===== src/rtl/clkdiv_pkg.sv =====
// clkdiv_pkg: shared constants and the channel-select width helper for the clock divider
package clkdiv_pkg;
  localparam int DIV_W_DEF = 16;
  localparam int MAX_CH = 16;
  function automatic int ch_width(input int n);
    return (n <= 1) ? 1 : $clog2(n);
  endfunction
endpackage


===== src/rtl/multichannel_clock_divider_if.sv =====
// multichannel_clock_divider_if: config handshake, sync strobe and per-channel outputs
interface multichannel_clock_divider_if
  import clkdiv_pkg::*;
#(
  parameter int NUM_CH = 4,
  parameter int DIV_W = DIV_W_DEF,
  parameter int CH_W = ch_width(NUM_CH)
);
  logic cfg_valid, cfg_ready, cfg_err, sync;
  logic [CH_W-1:0] cfg_ch;
  logic [DIV_W-1:0] cfg_div;
  logic [NUM_CH-1:0] pending, tick, div_out;
  modport master(output cfg_valid, cfg_ch, cfg_div, sync, input cfg_ready, cfg_err, pending, tick, div_out);
  modport slave(input cfg_valid, cfg_ch, cfg_div, sync, output cfg_ready, cfg_err, pending, tick, div_out);
endinterface


===== src/rtl/clkdiv_channel.sv =====
// clkdiv_channel: one divider with active/shadow divisor; outputs are computed from next-cycle state
module clkdiv_channel #(
  parameter int DIV_W = 16,
  parameter int DEFAULT_DIV = 16
) (
  input  logic             clk,
  input  logic             reset,
  input  logic             i_wr,
  input  logic [DIV_W-1:0] i_div,
  input  logic             i_sync,
  output logic             o_pending,
  output logic             o_tick,
  output logic             o_div_out
);
  logic [DIV_W-1:0] r_cnt, r_div, r_shadow;
  logic r_pend, r_tick, r_out;
  logic w_wrap, w_apply;
  logic [DIV_W-1:0] w_nd, w_nc;
  logic [DIV_W:0] w_half;
  always_comb begin
    w_wrap = (r_div != '0) && (r_cnt + DIV_W'(1) == r_div);
    w_apply = r_pend && (i_sync || r_div == '0 || w_wrap);
    w_nd = w_apply ? r_shadow : r_div;
    w_nc = (i_sync || w_wrap || r_div == '0) ? '0 : r_cnt + DIV_W'(1);
    w_half = ({1'b0, w_nd} + (DIV_W+1)'(1)) >> 1;
  end
  // a write landing on the applying edge keeps the new value pending
  always_ff @(posedge clk or posedge reset)
    if (reset) begin
      r_cnt <= '0;
      r_div <= DIV_W'(DEFAULT_DIV);
      r_shadow <= DIV_W'(DEFAULT_DIV);
      r_pend <= 1'b0;
      r_tick <= 1'b0;
      r_out <= 1'b0;
    end else begin
      r_cnt <= w_nc;
      r_div <= w_nd;
      r_shadow <= i_wr ? i_div : r_shadow;
      r_pend <= i_wr || (r_pend && !w_apply);
      r_tick <= i_sync ? (w_nd == DIV_W'(1)) : w_wrap;
      r_out <= (w_nd != '0) && ({1'b0, w_nc} < w_half);
    end
  assign o_pending = r_pend;
  assign o_tick = r_tick;
  assign o_div_out = r_out;
endmodule


===== src/rtl/multichannel_clock_divider.sv =====
// multichannel_clock_divider: NUM_CH programmable clock-enable dividers sharing one config port and sync
module multichannel_clock_divider
  import clkdiv_pkg::*;
#(
  parameter int NUM_CH = 4,
  parameter int DIV_W = DIV_W_DEF,
  parameter int DEFAULT_DIV = 16
) (
  input logic clk,
  input logic reset,
  multichannel_clock_divider_if.slave bus
);
  localparam int CH_W = ch_width(NUM_CH);
  logic r_ready, r_err;
  logic w_acc, w_ok;
  assign w_acc = bus.cfg_valid && r_ready;
  assign w_ok = {1'b0, bus.cfg_ch} < (CH_W+1)'(NUM_CH);
  always_ff @(posedge clk or posedge reset)
    if (reset) begin
      r_ready <= 1'b0;
      r_err <= 1'b0;
    end else begin
      r_ready <= 1'b1;
      r_err <= w_acc && !w_ok;
    end
  assign bus.cfg_ready = r_ready;
  assign bus.cfg_err = r_err;
  for (genvar i = 0; i < NUM_CH; i++) begin : g_ch
    clkdiv_channel #(.DIV_W(DIV_W), .DEFAULT_DIV(DEFAULT_DIV)) u_ch (
      .clk(clk),
      .reset(reset),
      .i_wr(w_acc && w_ok && bus.cfg_ch == CH_W'(i)),
      .i_div(bus.cfg_div),
      .i_sync(bus.sync),
      .o_pending(bus.pending[i]),
      .o_tick(bus.tick[i]),
      .o_div_out(bus.div_out[i])
    );
  end
endmodule


===== src/flat_wrapper.sv =====
// flat-port wrapper written by rule: the top's interface ports become plain ports
module multichannel_clock_divider_flat import clkdiv_pkg::*;
#(
  parameter int NUM_CH = 4,
  parameter int DIV_W = DIV_W_DEF,
  parameter int DEFAULT_DIV = 16
)
  (clk, reset, bus_cfg_valid, bus_cfg_ch, bus_cfg_div, bus_sync, bus_cfg_ready, bus_cfg_err, bus_pending, bus_tick, bus_div_out);
  multichannel_clock_divider_if #(.NUM_CH(NUM_CH), .DIV_W(DIV_W)) bus_i ();
  input logic clk;
  input logic reset;
  input wire logic [$bits(bus_i.cfg_valid)-1:0] bus_cfg_valid;
  input wire logic [$bits(bus_i.cfg_ch)-1:0] bus_cfg_ch;
  input wire logic [$bits(bus_i.cfg_div)-1:0] bus_cfg_div;
  input wire logic [$bits(bus_i.sync)-1:0] bus_sync;
  output wire logic [$bits(bus_i.cfg_ready)-1:0] bus_cfg_ready;
  output wire logic [$bits(bus_i.cfg_err)-1:0] bus_cfg_err;
  output wire logic [$bits(bus_i.pending)-1:0] bus_pending;
  output wire logic [$bits(bus_i.tick)-1:0] bus_tick;
  output wire logic [$bits(bus_i.div_out)-1:0] bus_div_out;
  assign bus_i.cfg_valid = bus_cfg_valid;
  assign bus_i.cfg_ch = bus_cfg_ch;
  assign bus_i.cfg_div = bus_cfg_div;
  assign bus_i.sync = bus_sync;
  assign bus_cfg_ready = bus_i.cfg_ready;
  assign bus_cfg_err = bus_i.cfg_err;
  assign bus_pending = bus_i.pending;
  assign bus_tick = bus_i.tick;
  assign bus_div_out = bus_i.div_out;
  multichannel_clock_divider #(.NUM_CH(NUM_CH), .DIV_W(DIV_W), .DEFAULT_DIV(DEFAULT_DIV)) u_core (.clk(clk), .reset(reset), .bus(bus_i));
endmodule

===== config.mk =====
export PLATFORM = sky130hd
export DESIGN_NAME = multichannel_clock_divider_flat
export DESIGN_NICKNAME = d
export VERILOG_FILES = /design/src/rtl/clkdiv_pkg.sv /design/src/rtl/multichannel_clock_divider_if.sv /design/src/rtl/clkdiv_channel.sv /design/src/rtl/multichannel_clock_divider.sv /design/src/flat_wrapper.sv
export SDC_FILE = /design/constraint.sdc
export NUM_CORES = 1
export LEC_CHECK = 0
export ABC_CLOCK_PERIOD_IN_PS = 6100
export BUFFER_PORTS_ARGS = -buffer_cell sky130_fd_sc_hd__buf_2
export CAP_MARGIN = 0
export CORE_UTILIZATION = 32
export DETAILED_ROUTE_END_ITERATION = 6
export HOLD_SLACK_MARGIN = 0.1
export PLACE_DENSITY = 0.52
export SYNTH_ARGS = -nofsm -noshare
export SYNTH_HDL_FRONTEND = slang
export SYNTH_SLANG_ARGS = --single-unit

===== constraint.sdc =====
create_clock -name clk -period 6.1 [get_ports clk]
set_input_delay 0 -clock clk [delete_from_list [all_inputs] [get_ports clk]]
set_output_delay 0 -clock clk [all_outputs]
set_load 0.01 [all_outputs]

==> impl_metrics.toml <==
[cells_and_area]
syn_to_final_growth_pct = 12.8
antenna_cells = 0
drive_gt1_share_pct = 16.0
layout_commonest_cell = "dfrtp_1"
layout_common_cells = "dfrtp_1 (197), nor2_1 (167), mux2_2 (119), xnor2_1 (118), nand2_1 (94)"
final_cell_area_sq_um = 16600
layout.nets = 1686

[pwr]
powerDensity_nw_per_um2 = 355
p_leak_nw = 6.93
combinationalPowerShare_pct = 33.2
clkPwrFrac_pct = 27.1
power_frac_seq_pct = 39.7
p_sw_w = 0.00224
irDropWorstVdd_mv = 0.228
p_int_w = 0.00366
switching_share_pct = 38.0

[yosys]
synth_warnings = 0
synth_edf_count = 0
async_flop_share_pct = 100
seq_area_frac_synth_pct = 34.9
synth_flop_cell = "dfrtp_1"
synth_fp_nets = 1665
avgSynthCellArea_sq_um = 9.40
ys_seq_elements = 205
synthDistinctLibCells = 86
netlist_instances = 1567
syn_area_sq_um = 14700

[floorplan]
initial_utilization_pct = 32.5
ios = 36
coreArea_sq_um = 45400
die_x_microns = 217
rows = 78
dieArea_sq_um = 46900
die_y_microns = 217

[clock_tree]
cts_buffers = 26
cts.path.max_buffers = 3
clkTransAtPathRegs_ns = 0.06
cts_sinks = 205
h-tree-depth = 1
cts_root_buf = "clkbuf_16"
clk_latency_ns = 0.54
cts_tree = "done"

[placement]
numPortBuffers = 34
finalWeightedCongestion = 0.884
dp_hpwl_mm = 30.1
placed_area_sq_um = 15400

[setup_path]
r2r-start = "u_core.g_ch[1].u_ch.r_cnt[2]$_DFF_PP0_"
critical_path_peak_fanout = 7
start_kind = "flip-flop"
cp-end-kind = "flip-flop"
crit_type = "flip-flop to flip-flop"
required_ns = 6.53
crit_start = "u_core.g_ch[1].u_ch.r_cnt[2]$_DFF_PP0_"
cp.arrival_ns = 6.13

[grt]
antenna_found_initial = 0
grt-ovfl-total = 0
grt_use_total_pct = 17.2
grt_first_pass_wirelength_mm = 65.1
grt_start_max_net_pins = 88
first_global_vias = 11600

[route]
detail_route.wl_per_cell_microns = 18.0
via_per_inst = 5.29
remaining_drc_errors = 0
firstDrtPassIters = 5
vias = 11700
drtAntennaViolNets = 0
drt_iter0_drc = 673
routed_wl_mm = 39.8

[sta]
clock_skew_ns = 0.0117
final-hold-violation-count = 0
maxSlewHeadroom_pct = 26.7
period_minus_slack_ns = 5.70
fmax_mhz = 175
finalCritPeriodShare_pct = 93.5
drv_slew = 0
fin_hold_ws_ns = 0.0814
setup_viol = 0
worst_slew_pin_slew_ns = 1.09

[run]
max_cap_violations = 0

[run_status]
outcome = "completed"

[hold_path]
hp-class = "input port to asynchronous set/reset pin"
[sequential cells by signal (all words and copies together) (netlist names)]
name	cells
u_core.bus.cfg_ready	1
u_core.g_ch.u_ch.o_div_out	4
u_core.g_ch.u_ch.o_pending	4
u_core.g_ch.u_ch.o_tick	4
u_core.g_ch.u_ch.r_cnt	64
u_core.g_ch.u_ch.r_div	64
u_core.g_ch.u_ch.r_shadow	64
[critical path: stages (launching register included)]
cell and delay (ns):
dfrtp_1 0.46, nand3_1 0.23, buf_4 0.23, or4_1 0.64, o21ai_0 0.13, o2111a_1 0.22
nand4_1 0.19, o22ai_4 0.30, mux2i_1 0.35, inv_1 0.10, ha_1 0.28, nand2_1 0.11
nor2_1 0.06, and3_1 0.19, mux2i_1 0.17, xnor2_1 0.15, ha_1 0.26, a21o_1 0.18
a21o_1 0.17, a21o_1 0.17, a21o_1 0.17, a21o_1 0.18, a21o_1 0.17, a221o_1 0.28
a221oi_1 0.21
[Yosys cell counts (all sizes together) (3+ instances only)]
| master | count | area share (%) |
|---|---|---|
| buf | 34 | 1.5 |
| o221ai | 4 | 0.24 |
| inv | 52 | 1.3 |
| and3 | 33 | 1.4 |
| a221oi | 4 | 0.28 |
| o22ai | 4 | 0.21 |
| and4 | 8 | 0.48 |
| a2111oi | 5 | 0.30 |
| nand4 | 60 | 2.5 |
| o311ai | 5 | 0.30 |
| xnor2 | 118 | 7.0 |
| nor4b | 4 | 0.28 |
| or2 | 6 | 0.25 |
| nand3 | 77 | 2.6 |
| nor2 | 169 | 4.3 |
| a211oi | 8 | 0.41 |
| nand2 | 94 | 2.4 |
| o211ai | 7 | 0.36 |
| a31oi | 5 | 0.21 |
| dfstp | 8 | 1.4 |
| clkbuf | 53 | 1.4 |
| xor2 | 68 | 4.0 |
| nor3 | 31 | 1.1 |
| nand2b | 9 | 0.38 |
| and2 | 11 | 0.47 |
| a21oi | 45 | 1.5 |
| nor2b | 15 | 0.64 |
| mux2 | 119 | 9.1 |
| or4 | 9 | 0.48 |
| a211o | 3 | 0.18 |
| ha | 76 | 6.5 |
| o21ai | 42 | 1.4 |
| a21o | 24 | 1.2 |
| nor4 | 46 | 2.0 |
| dfrtp | 197 | 33 |
| mux2i | 41 | 2.8 |
| or3 | 7 | 0.30 |
| o21a | 5 | 0.25 |
| o2111ai | 5 | 0.30 |
| xnor3 | 12 | 1.8 |
| nor3b | 3 | 0.15 |
[area by class of cell]
class,count,area [sq um]
clock buffers,35,736
clock inverters,13,150
fillers,4553,28800
inverters,52,203
multi-input cells,1223,9070
flip-flops and latches,205,5140
well taps,600,751
repair buffers,80,571
[metal layers]
metal / vias to the layer above / GRT usage [%] / wire (microns)
met3: 48 / 1.50 / 1250
met5: - / 0 / 0
met4: 0 / 4.48 / 823
li1: 5664 / - / -
met1: 5743 / 24.0 / 19100
met2: 216 / 28.3 / 18600
[stage by stage]
stage	utilization, %	setup WS [ns]	setup TNS, ns	total power (W)	instances
after global routing	36.6	-0.00156	-0.00156	0.00630	2208
after detailed placement	34.0	0.317	0	0.00429	2134
after global placement	34.0	0.460	0	0.00428	2134
after floorplan	-	0.517	0	0.00369	1567
after CTS	36.4	0.283	0	0.00594	2204
final	36.6	0.398	0	0.00590	2208
[path summary, 6_finish.rpt]
kind,end,slack (ns),cells after the start
worst max-delay path,u_core.g_ch[1].u_ch.o_div_out$_DFF_PP0_,0.40,24
worst min-delay path,u_core.g_ch[2].u_ch.o_div_out$_DFF_PP0_,0.08,3
worst max register to register,u_core.g_ch[1].u_ch.o_div_out$_DFF_PP0_,0.40,24
worst min register to register,u_core.g_ch[1].u_ch.r_cnt[0]$_DFF_PP0_,0.53,1
max in group asynchronous,u_core.g_ch[1].u_ch.r_div[11]$_DFF_PP0_,4.72,4
min in group clk,u_core.g_ch[0].u_ch.r_shadow[3]$_DFFE_PP0P_,0.34,3
[timing repair]
action | in CTS | in global routing
endpoints found under the setup margin | 0 | 3
setup buffers | 0 | 4
hold buffers | 22 | 0
hold endpoints to repair | 155 | 0
resized for setup | 0 | 11
[logic make-up (layout without fill, tap and decap cells)]
kind of cell    Yosys count  after routing  share of synthesized area [%]
xor+xnor                199            199                           13.1
mux                     160            160                           11.9
buf+inv                 139            180                           4.22
simple gates            594            594                           20.6
other cells               2              2                         0.0510
fa+ha+maj                77             77                           6.52
compound gates          191            191                           8.82
flops                   205            205                           34.9
[power groups by stage]
stage               registers, W  logic, W  clock network (W)
floorplan                0.00197   0.00172                  0
global placement         0.00236   0.00192                  0
detailed placement       0.00236   0.00193                  0
CTS                      0.00233   0.00196            0.00165
global route             0.00241   0.00220            0.00170
finish                   0.00234   0.00196            0.00160
(Power assumes the default switching activity.)
